**src/rtl/dac_i2s_tx.sv**
```systemverilog
// dac_i2s_tx: frame FIFO, optional volume scaling (macro DAC_I2S_VOLUME_EN) and I2S serializer.
// Ports: clk_i/rst_i (async active-low) clock and reset; samp_wr_req_i/lr_chan_data_i frame write;
// volume_i level 0..127; clear_i FIFO flush; dac_fifo_almfull_o/fifo_usedw_o fill status;
// overflow_o/underrun_o event pulses; i2s_bclk_o/i2s_lrclk_o/i2s_data_o I2S bus.
module dac_i2s_tx #(
  parameter int SAMPLE_WIDTH = 16,
  parameter int FIFO_DEPTH   = 64,
  parameter int ALMFULL_LVL  = 56,
  parameter int BCLK_DIV     = 4
) (
  input  logic                          clk_i,
  input  logic                          rst_i,
  input  logic                          samp_wr_req_i,
  input  logic [2*SAMPLE_WIDTH-1:0]     lr_chan_data_i,
  input  logic [6:0]                    volume_i,
  input  logic                          clear_i,
  output logic                          dac_fifo_almfull_o,
  output logic [$clog2(FIFO_DEPTH):0]   fifo_usedw_o,
  output logic                          overflow_o,
  output logic                          underrun_o,
  output logic                          i2s_bclk_o,
  output logic                          i2s_lrclk_o,
  output logic                          i2s_data_o
);
  localparam int AW = $clog2(FIFO_DEPTH);
  localparam int FW = 2 * SAMPLE_WIDTH;
  localparam int BW = $clog2(FW);
  localparam int DW = $clog2(BCLK_DIV);
  logic [FW-1:0] mem [FIFO_DEPTH];
  logic [AW-1:0] wr_ptr, rd_ptr;
  logic [DW-1:0] div_cnt;
  logic [BW-1:0] bit_cnt, bit_nxt;
  logic          run;
  logic [FW-1:0] sr, head, frame;
  logic          tc, fall, load, full, empty, wr_ok, pop;
  assign tc      = div_cnt == DW'(BCLK_DIV - 1);
  assign fall    = tc & i2s_bclk_o;
  // the very first falling edge after reset is treated as a wrap so it loads a frame
  assign bit_nxt = (!run || bit_cnt == BW'(FW - 1)) ? '0 : bit_cnt + BW'(1);
  assign load    = fall & (bit_nxt == '0);
  assign full    = fifo_usedw_o == (AW+1)'(FIFO_DEPTH);
  assign empty   = fifo_usedw_o == '0;
  assign wr_ok   = samp_wr_req_i & ~full & ~clear_i;
  assign pop     = load & ~empty;
  assign head    = empty ? '0 : mem[rd_ptr];
  assign dac_fifo_almfull_o = fifo_usedw_o >= (AW+1)'(ALMFULL_LVL);
  assign i2s_data_o = sr[FW-1];
`ifdef DAC_I2S_VOLUME_EN
  function automatic logic [SAMPLE_WIDTH-1:0] scale(input logic [SAMPLE_WIDTH-1:0] s, input logic [6:0] v);
    logic signed [SAMPLE_WIDTH+7:0] p;
    p = (SAMPLE_WIDTH+8)'($signed(s)) * (SAMPLE_WIDTH+8)'($signed({1'b0, v}));
    return SAMPLE_WIDTH'(p >>> 7);
  endfunction
  assign frame = {scale(head[FW-1:SAMPLE_WIDTH], volume_i), scale(head[SAMPLE_WIDTH-1:0], volume_i)};
`else
  logic unused_vol;
  assign unused_vol = ^volume_i;
  assign frame = head;
`endif
  always_ff @(posedge clk_i) begin
    if (wr_ok) mem[wr_ptr] <= lr_chan_data_i;
  end
  always_ff @(posedge clk_i or negedge rst_i) begin
    if (!rst_i) begin
      div_cnt      <= '0;
      bit_cnt      <= '0;
      run          <= 1'b0;
      sr           <= '0;
      i2s_bclk_o   <= 1'b0;
      i2s_lrclk_o  <= 1'b0;
      underrun_o   <= 1'b0;
      overflow_o   <= 1'b0;
      fifo_usedw_o <= '0;
      wr_ptr       <= '0;
      rd_ptr       <= '0;
    end else begin
      div_cnt <= tc ? '0 : div_cnt + DW'(1);
      if (tc) i2s_bclk_o <= ~i2s_bclk_o;
      if (fall) begin
        bit_cnt <= bit_nxt;
        run     <= 1'b1;
        sr      <= load ? frame : sr << 1;
        // word select leads the data by one bit
        if (bit_nxt == BW'(SAMPLE_WIDTH - 1)) i2s_lrclk_o <= 1'b1;
        else if (bit_nxt == BW'(FW - 1)) i2s_lrclk_o <= 1'b0;
      end
      underrun_o <= load & empty;
      overflow_o <= samp_wr_req_i & full & ~clear_i;
      if (clear_i) begin
        fifo_usedw_o <= '0;
        rd_ptr       <= wr_ptr;
      end else begin
        fifo_usedw_o <= fifo_usedw_o + (AW+1)'(wr_ok) - (AW+1)'(pop);
        if (wr_ok) wr_ptr <= wr_ptr + AW'(1);
        if (pop) rd_ptr <= rd_ptr + AW'(1);
      end
    end
  end
endmodule

```
**config.mk**
```make
export PLATFORM = sky130hd
export DESIGN_NAME = dac_i2s_tx
export DESIGN_NICKNAME = d
export VERILOG_FILES = /design/src/rtl/dac_i2s_tx.sv
export SDC_FILE = /design/constraint.sdc
export NUM_CORES = 2
export LEC_CHECK = 0
export CAP_MARGIN = 10
export CORE_ASPECT_RATIO = 1.2
export CORE_UTILIZATION = 45
export CTS_BUF_LIST = sky130_fd_sc_hd__clkbuf_16
export DETAILED_ROUTE_END_ITERATION = 16
export DONT_BUFFER_PORTS = 1
export PLACE_DENSITY = 0.6
export SKIP_CTS_REPAIR_TIMING = 1
export SYNTH_ARGS = -nofsm -noshare
export SYNTH_HDL_FRONTEND = slang
export SYNTH_SLANG_ARGS = --single-unit
```
**constraint.sdc**
```tcl
create_clock -name clk_i -period 5.8 [get_ports clk_i]
set_input_delay 1.16 -clock clk_i [delete_from_list [all_inputs] [get_ports clk_i]]
set_output_delay 1.16 -clock clk_i [all_outputs]
set_load 0.01 [all_outputs]
```
==> flow_metrics.env <==
export IMPL_tightest_slew_ps=1190
export IMPL_clockRootBuffer="clkbuf_16"
export IMPL_swShare_pct=29.0
export IMPL_synth_cells=3878
export IMPL_drtPass1Iterations=5
export IMPL_ir_worst_vdd_mv=0.326
export IMPL_end_kind="flip-flop"
export IMPL_power_net_switching_uw=11100
export IMPL_wl_mm=213
export IMPL_antenna_left=0
export IMPL_min_path_type="input port to async pin"
export IMPL_port_buffers=0
export IMPL_vias_per_cell=6.02
export IMPL_drtIter0Drc=4042
export IMPL_regToRegSetupSlack_ps=1660
export IMPL_row_count=170
export IMPL_synthFlopType="edfxtp_1"
export IMPL_hpwl_mm=122
export IMPL_grt_max_degree=100
export IMPL_maxSlewViolCount=0
export IMPL_remaining_drc_errors=0
export IMPL_rsz0062_at_grt="no"
export IMPL_htree_num_levels=4
export IMPL_synth_warnings=0
export IMPL_postSynthAreaPerCell_um2=21.0
export IMPL_sequentialPowerShare_pct=45.6
export IMPL_fin_crit_ps=4140
export IMPL_slowest_delay_ps=950
export IMPL_fin_skew_ps=34.4
export IMPL_numCtsBuffers=203
export IMPL_cp_max_fo=20
export IMPL_worstPathCellList="inv_1 > ha_1 > nand4_1 > and3b_1 > inv_1 > nor2_1 > nand2_1 > nor2_4 > buf_4"
export IMPL_synth_area_leaders="edfxtp_1, mux4_2, mux2i_1"
export IMPL_drv_cap=0
export IMPL_layout_nets=4077
export IMPL_critical_path_arrival_ps=4680
export IMPL_drive_gt1_share_pct=22.0
export IMPL_yosysTopAreaCell="edfxtp_1"
export IMPL_clk_path_buf_depth=3
export IMPL_worstSetupStartpointType="flip-flop"
export IMPL_clk_latency_ps=850
export IMPL_gr_usage_all_layers_pct=23.5
export IMPL_coreArea_um2=179000
export IMPL_die_area_um2=183000
export IMPL_pwr_share_clk_pct=31.8
export IMPL_wl_per_cell_um=32.3
export IMPL_critPathTopFamily="simple AND/OR/NAND/NOR gates"
export IMPL_setup_violations=0
export IMPL_pin_count=56
export IMPL_antenna_found_initial=11
export IMPL_worstSetupPathType="flip-flop to flip-flop"
export IMPL_cts_sinks=2111
export IMPL_slew_headroom_pct=20.4
export IMPL_hold_viol=0
export IMPL_power_leakage_uw=0.0287
export IMPL_synth_edff_count=2048
export IMPL_powerDensity_nw_per_um2=421
export IMPL_cellInternalPower_uw=27200
export IMPL_syn_nets=3940
export IMPL_grt_ovfl_total=0
export IMPL_status="completed"
export IMPL_routabilityCongestion=0.863
export IMPL_final_common_cell="edfxtp_1"
export IMPL_synth_area_um2=81400
export IMPL_final_cell_mix="edfxtp_1, mux4_2, mux2i_1"
export IMPL_ys_seq_area_share_pct=77.5
export IMPL_grt_pass1_vias=39900
export IMPL_cp_required_ps=6340
export IMPL_fmax_mhz=242
export IMPL_crit_path_frequent_cell="inv_1"
export IMPL_timing_setup_tns_ps=0
export IMPL_timing_final_crit_share_pct=71.3
export IMPL_p_total_uw=38300
export IMPL_ys_types=64
export IMPL_grt_pass1_wl_mm=301
export IMPL_die_w_um=390
export IMPL_area_growth_pct=11.9
export IMPL_clk_pin_slew_ps=60
export IMPL_initial_core_util_pct=45.4
export IMPL_die_h_um=468
export IMPL_worst_path_buf_inv=3
export IMPL_synthDominantCellAreaShare_pct=75.5
export IMPL_comb_power_share_pct=22.6
export IMPL_synthArstFlopShare_pct=2.98
export IMPL_routed_via_count=39700
export IMPL_slowest_stage="nor2_4"
export IMPL_cts_tree="done"
export IMPL_synth_seq_cells=2111
==> synthesized netlist by cell type, drive strengths merged (4+ instances only) <==
cell	n
a22oi	76
o22a	6
nor3b	4
or3	4
clkbuf	93
or3b	4
nor2b	9
nor2	115
nand3	66
a2111oi	4
inv	15
o2111ai	7
dfrtp	63
nand3b	5
xnor2	11
o21ai	47
nand2	141
and2	7
and3	11
nand4	41
o22ai	59
a22o	10
a21oi	57
nand2b	5
o221ai	31
mux2i	268
edfxtp	2048
mux4	404
a31oi	9
a221oi	23
a211oi	20
ha	18
a211o	7
mux2	10
o211ai	23
buf	125
==> per-stage QoR <==
stage	instances	area (um2)	hold slack [ps]	util, %	setup WS (ps)
3_3_place_gp	6217	85000	414	47.4	1390
3_5_place_dp	6217	85000	428	47.4	1400
2_1_floorplan	3878	81400	403	-	1770
4_1_cts	6583	91000	-50.2	50.8	1700
6_report	6588	91100	164	50.8	1660
5_1_grt	6584	91100	159	50.8	1460
==> worst register-to-register path, delay by kind of cell, from the launching register on <==
family                     cells  cell delay, ps
adders and majority gates      1             220
DFF                            1             470
and+or+nand+nor                5            2450
buffers and inverters          3             710
==> power groups by stage <==
stage / combinational (uW) / clock, uW / sequential (uW)
floorplan: 5900 / 0 / 17500
global placement: 8710 / 0 / 17700
detailed placement: 8740 / 0 / 17800
CTS: 8770 / 12400 / 17400
global route: 9060 / 12900 / 17500
finish: 8660 / 12200 / 17400
==> final cells by class <==
type	count	area (um2)
Tap cell	2408	3010
Fill cell	14100	88200
Timing Repair Buffer	150	1320
Sequential cell	2111	63100
Clock inverter	159	858
Inverter	16	62.6
Multi-Input combinational cell	1533	17500
Antenna cell	4	10.0
Clock buffer	207	5180
==> routing by layer <==
| layer | share of wire [%] | global-route usage [%] |
|---|---|---|
| met4 | 3.7 | 8.39 |
| met2 | 51 | 39.9 |
| met5 | 0 | 0 |
| met1 | 39 | 30.8 |
| met3 | 6.2 | 3.75 |
==> cells by family after synthesis <==
kind of cell | count (synthesis) | share of synthesized area [%]
AOI/OAI and AO/OA | 392 | 3.39
xor gates and xnor gates | 14 | 0.151
buffers and inverters | 234 | 1.64
and+or+nand+nor | 426 | 2.43
DFF | 2111 | 77.5
adders and majority gates | 19 | 0.301
muxes | 682 | 14.6
==> path summary, 6_finish.rpt <==
check / startpoint / end / cells after the start
worst max register to register: fifo_usedw_o[4]$_DFF_PN0_ / mem[49][31]$_DFFE_PP_ / 9
max in group asynchronous: rst_i / rd_ptr[4]$_DFFE_PN0P_ / 1
worst min register to register: div_cnt[0]$_DFF_PN0_ / div_cnt[0]$_DFF_PN0_ / 1
min in group clk_i: clear_i / fifo_usedw_o[4]$_DFF_PN0_ / 1
worst min-delay path: rst_i / i2s_lrclk_o$_DFFE_PN0P_ / 1
worst max-delay path: fifo_usedw_o[4]$_DFF_PN0_ / mem[49][31]$_DFFE_PP_ / 9
==> sequential cells by signal, indices dropped and copies added, names as in the netlist <==
register	count
wr_ptr	6
run	1
i2s_lrclk_o	1
bit_cnt	5
overflow_o	1
i2s_bclk_o	1
sr	32
fifo_usedw_o	7
underrun_o	1
div_cnt	2
rd_ptr	6
mem	2048
(Power assumes the default switching activity.)
